<file path="config.mk">
export PLATFORM = sky130hd
export DESIGN_NAME = pam_mul_arbiter
export DESIGN_NICKNAME = d
export VERILOG_FILES = /design/src/rtl/pam_mul_arbiter.sv
export SDC_FILE = /design/constraint.sdc
export NUM_CORES = 1
export LEC_CHECK = 0
export CAP_MARGIN = 20
export CORE_MARGIN = 2
export CORE_UTILIZATION = 37
export DETAILED_ROUTE_END_ITERATION = 12
export MAX_ROUTING_LAYER = met4
export PLACE_DENSITY = 0.81
export SETUP_SLACK_MARGIN = 0.4
export SYNTH_ARGS = -nofsm -noshare
export SYNTH_HDL_FRONTEND = slang
export SYNTH_SLANG_ARGS = --single-unit
</file>
<file path="constraint.sdc">
create_clock -name clk -period 2.45 [get_ports clk]
set_input_delay 0.49 -clock clk [delete_from_list [all_inputs] [get_ports clk]]
set_output_delay 0.49 -clock clk [all_outputs]
set_load 0.01 [all_outputs]
</file>
<file path="src/rtl/pam_mul_arbiter.sv">
// Round-robin arbiter sharing one approximate 8x8 multiplier among NREQ requesters.
// Define PAM_ERR_MON_EN to build the exact-product error monitor driving err_cnt.
module pam_mul_arbiter #(
    parameter int NREQ    = 4,
    parameter int IDW     = 2,
    parameter int MUL_LAT = 1
) (
    input  logic              clk,
    input  logic              rst_n,
    input  logic [NREQ-1:0]   req_valid,
    input  logic [8*NREQ-1:0] req_x,
    input  logic [8*NREQ-1:0] req_y,
    output logic [NREQ-1:0]   req_ready,
    output logic [7:0]        mul_x,
    output logic [7:0]        mul_y,
    input  logic [15:0]       mul_z,
    output logic              rsp_valid,
    input  logic              rsp_ready,
    output logic [IDW-1:0]    rsp_id,
    output logic [15:0]       rsp_z,
    output logic              busy,
    output logic [15:0]       err_cnt
);

    localparam int CW = (MUL_LAT < 2) ? 1 : $clog2(MUL_LAT + 1);

    typedef enum logic [1:0] {
        IDLE,
        OPER,
        RESP
    } state_t;

    state_t         state;
    state_t         state_nx;
    logic [IDW-1:0] last;
    logic [IDW-1:0] id;
    logic [IDW-1:0] g;
    logic [CW-1:0]  cnt;
    logic [7:0]     op_x;
    logic [7:0]     op_y;
    logic [7:0]     sel_x;
    logic [7:0]     sel_y;
    logic           any;
    logic           accept;
    logic           capture;

    // Cyclic search starting just after the last winner.
    always_comb begin
        g   = last;
        any = 1'b0;
        for (int k = 1; k <= NREQ; k++) begin
            if (!any && req_valid[(int'(last) + k) % NREQ]) begin
                any = 1'b1;
                g   = IDW'((int'(last) + k) % NREQ);
            end
        end
    end

    always_comb begin
        sel_x = '0;
        sel_y = '0;
        for (int i = 0; i < NREQ; i++) begin
            if (g == IDW'(i)) begin
                sel_x = req_x[8*i +: 8];
                sel_y = req_y[8*i +: 8];
            end
        end
    end

    always_comb begin
        req_ready = '0;
        if (state == IDLE && any) begin
            req_ready[g] = 1'b1;
        end
    end

    assign accept  = (state == IDLE) && any;
    assign capture = (state == OPER) && (cnt == '0);

    always_comb begin
        state_nx = state;
        unique case (state)
            IDLE:    if (any) state_nx = OPER;
            OPER:    if (cnt == '0) state_nx = RESP;
            RESP:    if (rsp_ready) state_nx = IDLE;
            default: state_nx = IDLE;
        endcase
    end

    always_ff @(posedge clk) begin
        if (!rst_n) begin
            state     <= IDLE;
            last      <= IDW'(NREQ - 1);
            id        <= '0;
            cnt       <= '0;
            op_x      <= '0;
            op_y      <= '0;
            rsp_valid <= 1'b0;
            rsp_id    <= '0;
            rsp_z     <= '0;
        end else begin
            state <= state_nx;
            if (accept) begin
                op_x <= sel_x;
                op_y <= sel_y;
                id   <= g;
                last <= g;
                cnt  <= CW'(MUL_LAT);
            end else if (state == OPER && cnt != '0) begin
                cnt <= cnt - 1'b1;
            end
            if (capture) begin
                rsp_z     <= mul_z;
                rsp_id    <= id;
                rsp_valid <= 1'b1;
            end else if (state == RESP && rsp_ready) begin
                rsp_valid <= 1'b0;
            end
        end
    end

    assign mul_x = op_x;
    assign mul_y = op_y;
    assign busy  = (state != IDLE);

`ifdef PAM_ERR_MON_EN
    logic [15:0] exact;
    logic [15:0] err_q;

    assign exact = {8'b0, op_x} * {8'b0, op_y};

    always_ff @(posedge clk) begin
        if (!rst_n) begin
            err_q <= '0;
        end else if (capture && mul_z != exact && err_q != 16'hFFFF) begin
            err_q <= err_q + 16'd1;
        end
    end

    assign err_cnt = err_q;
`else
    assign err_cnt = '0;
`endif

endmodule

</file>
* After elaboration in Yosys (flattened, before gate mapping)
Index checks and enable logic that the tools add are counted.
** Operators by class
- $add $sub $neg :: 5
- Multipliers :: 0
- Div/mod/pow operators :: 0
- Magnitude comparators :: 6
- Eq/ne operators :: 8
- Shift-type cells :: 0
- Multiplexer cells :: 39
- Bitwise logic cells :: 5
- Reductions and logical operators :: 21
** Operator list (count)
- $mux 8 :: 8
- $mux 1 :: 17
- $lt 3x4->1 const B :: 4
- $mux 2 :: 7
- $bmux 1 s2 :: 4
- $logic_and 1x1->1 :: 8
- $reduce_or 2->1 :: 4
- $eq 2x2->1 const B :: 3
- $ne 2x2->1 const B :: 3
- $pmux 2 s3 :: 1
- $reduce_bool 2->1 :: 3
- $add 2x1->2 const B :: 2
- $add 2x2->2 const B :: 2
- $and 1x1->1 const A :: 4
- $eq 2x1->1 const B :: 2
- $logic_not 2->1 :: 2
- $mux 4 :: 1
- $logic_not 1->1 :: 3
- $lt 2x3->1 const B :: 1
- $reduce_and 3->1 :: 1
- $demux 1 s2 :: 1
- $ge 2x1->1 const B :: 1
- $not 1->1 :: 1
- $sub 1x1->1 const B :: 1
** Word-level totals
- Flip-flop bits (word level) :: 42
- Latch bits :: 0
- Memory bits (writable) :: 0
- Bits in read-only memories :: 0
- Bits of input ports :: 87
- Output and inout bits :: 56
- Word-level logic and storage cells :: 93
- Memories kept :: 0

* Longest topological paths before layout
Gate-level depths: netlist of the first run.
- Depth in word-level cells :: 21
- Depth in mapped cells :: 9
- Gate-level depth less buffers :: 6

* Worst setup path after synthesis of the first run
Ideal clock, no wire load.
- Path type :: in2out
- Start point :: input port req_valid[1]
- End point :: output port req_ready[3]
- Data arrival time :: 1.645 ns
- Required time :: 1.960 ns
- Setup slack :: 0.315 ns
- Cell stages on the path :: 5
- Buffers on the path :: 2
- Path through :: buf_2 -> o311a_1 -> o32a_4 -> buf_2 -> nor2_1
** On the way
- Word-level cells in the longest chain between the ends :: 18
- Elaborated cells on any way between the ends :: 33
- Those cells by class :: order compare: 2; mux: 23; reduce/logical: 8
** Ends and longest elaborated chain
- start, declared :: line 10 : input logic [NREQ-1:0] req_valid,
- $bmux 1 s2 :: line 52 : if (!any && req_valid[(int'(last) + k) % NREQ]) begin
- $mux 1 (not written as such) (2 in series) :: line 52
- $mux 1 :: line 52
- $logic_not 1->1 :: line 52
- $logic_and 1x1->1 :: line 52
- $mux 1 :: line 52
- $logic_not 1->1 :: line 52
- $logic_and 1x1->1 :: line 52
- $mux 1 :: line 52
- $logic_not 1->1 :: line 52
- $logic_and 1x1->1 :: line 52
- $mux 2 :: line 52
- $lt 2x3->1 (not written as such) / $ge 2x1->1 (equally long branches) :: line 73 : req_ready[g] = 1'b1;
- $logic_and 1x1->1 (not written as such) :: line 73
- $mux 1 (not written as such) :: line 73
- $demux 1 s2 :: line 73
- $mux 4 (*) :: line 72 : if (state == IDLE && any) begin
- end, declared :: line 13 : output logic [NREQ-1:0] req_ready,
Mark *: on every way between the ends. The rest lies on a longest branch, timed or not. The select of a mux whose other input is x is not followed.

* Worst setup path in the final report of the first run
- Start point :: register last[1]
- End point :: output port req_ready[3]
** On the way
- Word-level cells in the longest chain between the ends :: 19
- Elaborated cells on any way between the ends :: 37
- Those cells by class :: add/sub: 4; order compare: 2; mux: 23; reduce/logical: 8
** Ends and longest elaborated chain
- start, declared :: line 35 : logic [IDW-1:0] last;
- start signal, assigned :: line 93 : last <= IDW'(NREQ - 1);
- start signal, assigned :: line 107 : last <= g;
- $add 2x1->2 :: line 52, 54
- $bmux 1 s2 :: line 52
- $mux 1 (not written as such) (2 in series) :: line 52
- $mux 1 :: line 52
- $logic_not 1->1 :: line 52
- $logic_and 1x1->1 :: line 52
- $mux 1 :: line 52
- $logic_not 1->1 :: line 52
- (+2 left out)
- $logic_not 1->1 :: line 52
- $logic_and 1x1->1 :: line 52
- $mux 2 :: line 52
- $lt 2x3->1 (not written as such) / $ge 2x1->1 (equally long branches) :: line 73
- $logic_and 1x1->1 (not written as such) :: line 73
- $mux 1 (not written as such) :: line 73
- $demux 1 s2 :: line 73
- $mux 4 (*) :: line 72
Marks and branches as above.

==> results.sh, run 1 <==
export IMPL_worstSetupStartpoint="last[1]$_SDFFE_PN1N_"
export IMPL_synthDistinctLibCells=35
export IMPL_slew_viol_final=0
export IMPL_gp_congestion=0.885
export IMPL_seq_area_um2=848
export IMPL_fp_dieArea_mm2=0.00686
export IMPL_worstSkewPairLatency_ps=300
export IMPL_grt_usage_pct=22.2
export IMPL_finalCritPeriodShare_pct=85.7
export IMPL_vias=2640
export IMPL_arrival_ps=1610
export IMPL_cts_tree="yes"
export IMPL_rsz0062_at_grt="yes"
export IMPL_crit_slowest_cell="dfxtp_4"
export IMPL_holdBufCountCts=0
export IMPL_timing_final_crit_period_ps=2100
export IMPL_r2r_end="mul_y[3]$_SDFFE_PN0N_"
export IMPL_die_h_um=82.8
export IMPL_slowest_delay_ps=400
export IMPL_fin_skew_ps=6.60
export IMPL_worstPathRequired_ps=1960
export IMPL_cts_sinks=42
export IMPL_routedWlPerCell_um=14.5
export IMPL_tightestPinTransition_ps=558
export IMPL_clk_pin_slew_ps=90
export IMPL_utilization_pct=65.0
export IMPL_max_clock_freq_mhz=476
export IMPL_max_slew_margin_rel_pct=62.7
export IMPL_critPathMaxFanout=6
export IMPL_cp_num_cells=5
export IMPL_ir_drop_v=0.000322
export IMPL_grt_pass1_vias=2602
export IMPL_r2r_start="last[1]$_SDFFE_PN1N_"
export IMPL_drt_initial_drc_count=87
export IMPL_p_leak_nw=1.52
export IMPL_min_delay_path_depth=2
export IMPL_netlist_instances=311
export IMPL_wirelength_um=7600
export IMPL_cp_start_kind="register"
export IMPL_die_w_um=82.8
export IMPL_synth_edf_count=0
export IMPL_path_delay_family="compound AO/OA/AOI/OAI gates"
export IMPL_yosysTopAreaCell="dfxtp_1"
export IMPL_synthTopCellsByArea="dfxtp_1 (37%), nand2_1 (14%), a21oi_1 (6.8%)"
export IMPL_placementRows=28
export IMPL_p_per_area_mw_per_mm2=625
export IMPL_synth_avg_cell_area_um2=7.39
export IMPL_cts_inserted_buffers=5
export IMPL_setup_viol=0
export IMPL_crit_type="reg -> out"
export IMPL_fin_area_mm2=0.00387
export IMPL_syn2layout_area_growth_pct=68.5
export IMPL_grt_max_degree=30
export IMPL_seq_area_frac_synth_pct=36.6
export IMPL_hold_start="rsp_z[0]$_SDFFE_PN0P_"
export IMPL_drcViolationCount=0
export IMPL_hp_class="reg -> reg"
export IMPL_antenna_found_initial=0
export IMPL_yosysTopAreaCellShare_pct=36.6
export IMPL_hpwl_um=5600
export IMPL_clockBufferDepth=2
export IMPL_io_buffers=126
export IMPL_first_pass_iters=4
export IMPL_hold_ws_ps=466
export IMPL_reg2reg_depth=9
export IMPL_nFillCells=505
export IMPL_root_buffer="clkbuf_8"
export IMPL_cp_cell_sequence="inv_2, o311a_1, o32a_4, nor2_4, buf_6"
export IMPL_drive_above_1_share_pct=15.6
export IMPL_initial_core_util_pct=38.6
export IMPL_yosysWarnings=0
export IMPL_drv_cap=0
export IMPL_ys_seq_elements=42
export IMPL_htree_levels=2
export IMPL_critPathBufInv=2
export IMPL_place_area_mm2=0.00368
export IMPL_syn_area_mm2=0.00230
export IMPL_endpoint_kind="output pin"
export IMPL_ys_flop_type="dfxtp_1"
export IMPL_nNetsFinal=534
export IMPL_via_per_inst=5.05
export IMPL_regToRegSetupSlack_ps=460
export IMPL_status="finished, final reports clean"
export IMPL_grt_overflow=0
export IMPL_async_flop_share_pct=0
export IMPL_ant_nets=0
export IMPL_layout_common_cells="clkdlybuf4s50_1 (118), nand2_1 (83), dfxtp_1 (40)"
export IMPL_multi_input_area_mm2=0.00138
export IMPL_layout_commonest_cell="clkdlybuf4s50_1"
export IMPL_hold_viol=0
export IMPL_min_to="rsp_z[0]$_SDFFE_PN0P_"
export IMPL_design_core_area_mm2=0.00596
export IMPL_diodes=0
export IMPL_ios=143
export IMPL_grt_pass1_wl_um=12300
worst max path at each step:
stage | end | slack, ps
after CTS | req_ready[3] | 300
after global routing | req_ready[3] | 320
after global placement | req_ready[3] | -390
after detailed placement | req_ready[0] | -430
final | req_ready[3] | 350
after floorplan | req_ready[3] | 370
worst register-to-register path: stages (launching register included):
cell and delay (ps):
dfxtp_4 400, nand2_2 70, buf_4 150, a31oi_2 190, and2_4 190, buf_4 100, buf_4 120, mux2_2 340
a221oi_2 210, o31ai_1 100
power by group:
part	switching, mW	leakage [nW]	internal, mW
logic	0.532	1.13	0.554
clock network	0.250	0.0472	0.227
registers	0.0675	0.346	0.791
total	0.850	1.52	1.57
sequential cells by signal, indices dropped and copies added (netlist names), 2 cells and up:
signal  cells
id          2
last        2
rsp_id      2
rsp_z      16
state       2
mul_x       8
mul_y       8
timing repair:
action                     in CTS  in global routing
setup endpoints to repair      20                 10
resized for setup              48                 13
pin swaps                       7                  9
buffers inserted                2                  0
cell usage after synthesis (2+ instances only):
| library cell | count |
|---|---|
| dfxtp_1 | 42 |
| inv_1 | 5 |
| buf_4 | 18 |
| nor2_1 | 25 |
| nor3_1 | 2 |
| clkbuf_1 | 11 |
| a21oi_1 | 31 |
| nand2b_1 | 4 |
| nand3_1 | 3 |
| nand2_1 | 85 |
| o31ai_1 | 3 |
| or2_2 | 2 |
| a221oi_1 | 3 |
| o21ai_0 | 17 |
| nor3b_1 | 2 |
| mux2_2 | 2 |
| a21boi_0 | 19 |
| o21a_1 | 2 |
| buf_2 | 8 |
| o41ai_1 | 12 |
per-stage QoR:
step	worst slack, ps	setup TNS, ps	instances	power [mW]
after global routing	318	0	523	2.56
after CTS	297	0	523	2.40
after detailed placement	-434	-3610	513	1.90
after floorplan	370	0	326	1.41
final	349	0	523	2.42
after global placement	-388	-2360	513	1.88
cell type report:
type,count,share of cell area [%]
inverter,5,0.485
sequential,42,21.9
clock inverter,2,0.323
multi-input combinational,241,35.5
timing repair buffer,152,37.2
tap,75,2.42
clock buffer,6,2.13
logic make-up after synthesis:
kind of cell | count (synthesis) | share of synthesized area (%)
other | 1 | 0.163
buffers and inverters | 43 | 10.7
muxes | 3 | 1.47
and+or+nand+nor | 126 | 22.2
AOI/OAI and AO/OA | 96 | 28.9
DFF | 42 | 36.6
routing by layer:
| layer | track usage, % | share of wire [%] | wire [µm] |
|---|---|---|---|
| met1 | 25.9 | 44 | 3330 |
| met2 | 38.9 | 49 | 3700 |
| met4 | 5.96 | 1.5 | 117 |
| met5 | - | 0 | 0 |
| met3 | 4.37 | 6.0 | 455 |
(Power assumes the default switching activity.)
==> run 2, diff against run 1 <==
==> constraint.sdc (replaced) <==
create_clock -name clk -period 2.45 [get_ports clk]
set_input_delay 0.735 -clock clk [delete_from_list [all_inputs] [get_ports clk]]
set_output_delay 0.735 -clock clk [all_outputs]
set_load 0.01 [all_outputs]
==> run 2 against run 1 <==
  * The flow now finishes with violations (negative setup slack)
  * Clock power grew 37%
  * Routed wire length grew 10%
  * First-iteration DRC count is 34% higher
  * Design area increased by 9.0%
  * Global-route usage increased by 1.8 points
  * Worst hold slack improved by 2.5 ps
  * Cell count up 2.7%
  * Fmax fell by 17%
  * Power increased by 17%
  * Critical endpoint is now req_ready[1]
==> results.sh, run 2 (same netlist as run 1, synthesis figures left out) <==
export IMPL_rsz0062_at_grt="yes"
export IMPL_die_w_um=82.8
export IMPL_fin_ws_ps=-78.5
export IMPL_htree_levels=2
export IMPL_timing_final_crit_period_ps=2530
export IMPL_utilization_pct=70.8
export IMPL_grt_overflow=0
export IMPL_drive_above_1_share_pct=19.3
export IMPL_clk_pin_slew_ps=80
export IMPL_power_frac_comb_pct=46.6
export IMPL_violations="negative setup slack"
export IMPL_tns_ps=-188
export IMPL_slew_viol_final=0
export IMPL_p_leak_nw=1.70
export IMPL_die_h_um=82.8
export IMPL_p_per_area_mw_per_mm2=669
export IMPL_p_int_mw=1.89
export IMPL_top_register="rsp_z"
export IMPL_finalCritPeriodShare_pct=103
export IMPL_pwr_share_seq_pct=30.3
export IMPL_placementRows=28
export IMPL_drv_cap=0
export IMPL_ios=143
export IMPL_first_pass_iters=4
export IMPL_initial_core_util_pct=38.6
export IMPL_crit_slowest_cell="a21oi_4"
export IMPL_dp_slack_ps=-941
export IMPL_crit_type="in -> out"
export IMPL_ir_drop_v=0.000446
export IMPL_cts_sinks=42
export IMPL_hold_viol=0
export IMPL_fp_dieArea_mm2=0.00686
export IMPL_p_sw_share_pct=32.9
export IMPL_worstSkewPairLatency_ps=300
export IMPL_hpwl_um=5450
export IMPL_syn2layout_area_growth_pct=83.6
export IMPL_dp_cells=516
export IMPL_holdBufCountCts=0
export IMPL_wirelength_um=8390
export IMPL_tightestPinTransition_ps=599
export IMPL_grt_usage_pct=24.0
export IMPL_diodes=0
export IMPL_io_buffers=126
export IMPL_cp_start_kind="primary input"
export IMPL_grt_pass1_vias=2527
export IMPL_design_core_area_mm2=0.00596
export IMPL_routedWlPerCell_um=15.6
export IMPL_cts_tree="yes"
export IMPL_drt_initial_drc_count=117
export IMPL_antenna_found_initial=0
export IMPL_max_slew_margin_rel_pct=60.0
export IMPL_p_sw_uw=929
export IMPL_largest_reg_flops=16
export IMPL_root_buffer="clkbuf_8"
export IMPL_fin_skew_ps=5.23
export IMPL_nFillCells=466
export IMPL_layout_common_cells="clkdlybuf4s50_1 (117), nand2_1 (81), dfxtp_1 (41)"
export IMPL_layout_commonest_cell="clkdlybuf4s50_1"
export IMPL_hp_class="reg -> reg"
export IMPL_setup_viol=4
export IMPL_via_per_inst=5.08
export IMPL_clockBufferDepth=2
export IMPL_arrival_ps=1790
export IMPL_ant_nets=0
export IMPL_nNetsFinal=548
export IMPL_max_clock_freq_mhz=395
export IMPL_worstPathRequired_ps=1710
export IMPL_cts_inserted_buffers=5
export IMPL_grt_pass1_wl_um=13000
export IMPL_critPathMaxFanout=3
export IMPL_p_clk_share_pct=23.1
export IMPL_layout_cells_non_filler=537
export IMPL_cp_cell_sequence="buf_8, nand2b_4, a21oi_4, a311oi_4, buf_4, buf_6, nor3_4, buf_2"
export IMPL_drcViolationCount=0
export IMPL_vias=2729
export IMPL_slowest_delay_ps=210
export IMPL_grt_max_degree=29
export IMPL_endpoint_kind="output pin"
export IMPL_gp_congestion=0.848
export IMPL_status="finished with violations"
[run 2: cell types whose count changed in the layout (fill, tap and decap cells not counted), moves of 3 or more]
| cell | delta |
|---|---|
| mux2_4 | +3 |
| buf_2 | -4 |
| mux2_2 | -3 |
| buf_6 | +8 |
| buf_12 | +4 |
| buf_4 | +5 |
[run 2: metrics by stage]
| step | area (µm²) | hold WS (ps) | power [mW] |
|---|---|---|---|
| after floorplan | 2480 | 438 | 1.47 |
| after global placement | 3790 | 444 | 1.94 |
| after detailed placement | 3790 | 455 | 1.96 |
| after CTS | 4200 | 468 | 2.81 |
| after global routing | 4220 | 486 | 2.97 |
| final | 4220 | 468 | 2.82 |
[run 2: path summary, 6_finish.rpt]
| check | startpoint | end | slack (ps) | cells after the start |
|---|---|---|---|---|
| setup / recovery | req_valid[0] | req_ready[1] | -80 | 8 |
| hold / removal | rsp_z[3]$_SDFFE_PN0P_ | rsp_z[3]$_SDFFE_PN0P_ | 470 | 2 |
| hold reg to reg | rsp_z[3]$_SDFFE_PN0P_ | rsp_z[3]$_SDFFE_PN0P_ | 470 | 2 |
| setup reg to reg | last[1]$_SDFFE_PN1N_ | mul_y[3]$_SDFFE_PN0N_ | 330 | 9 |
[run 2: layer usage]
layer	wire (µm)	GRT usage, %
met2	4180	39.0
met3	511	5.57
met4	115	6.56
met1	3580	30.0
met5	0	-
[run 2: critical path: cells and delay by family]
kind,cells,cell delay (ps)
AOI/OAI and AO/OA,2,260
buffers and inverters,4,510
and+or+nand+nor,2,280
[run 2: timing repair]
action / CTS / global route
buffers inserted: 11 / 0
setup endpoints to repair: 25 / 20
resized for setup: 78 / 4
pin swaps: 16 / 5
hold endpoints to repair: 0 / 0
gates cloned: 2 / 0
[run 2: layout make-up]
type	count	area (µm²)	share of cell area, %
inverters	5	18.8	0.445
repair buffers	166	1660	39.4
multi-input cells	241	1460	34.6
well taps	75	93.8	2.22
clock inverters	3	68.8	1.63
clock buffers	5	68.8	1.63
flip-flops and latches	42	845	20.0
[run 2: power by group through the flow]
stage / Clock (mW) / Combinational (mW) / Sequential, mW
final: 0.652 / 1.32 / 0.855
after global routing: 0.692 / 1.41 / 0.866
after CTS: 0.669 / 1.29 / 0.853
after detailed placement: 0 / 1.10 / 0.861
after global placement: 0 / 1.09 / 0.856
after floorplan: 0 / 0.572 / 0.900
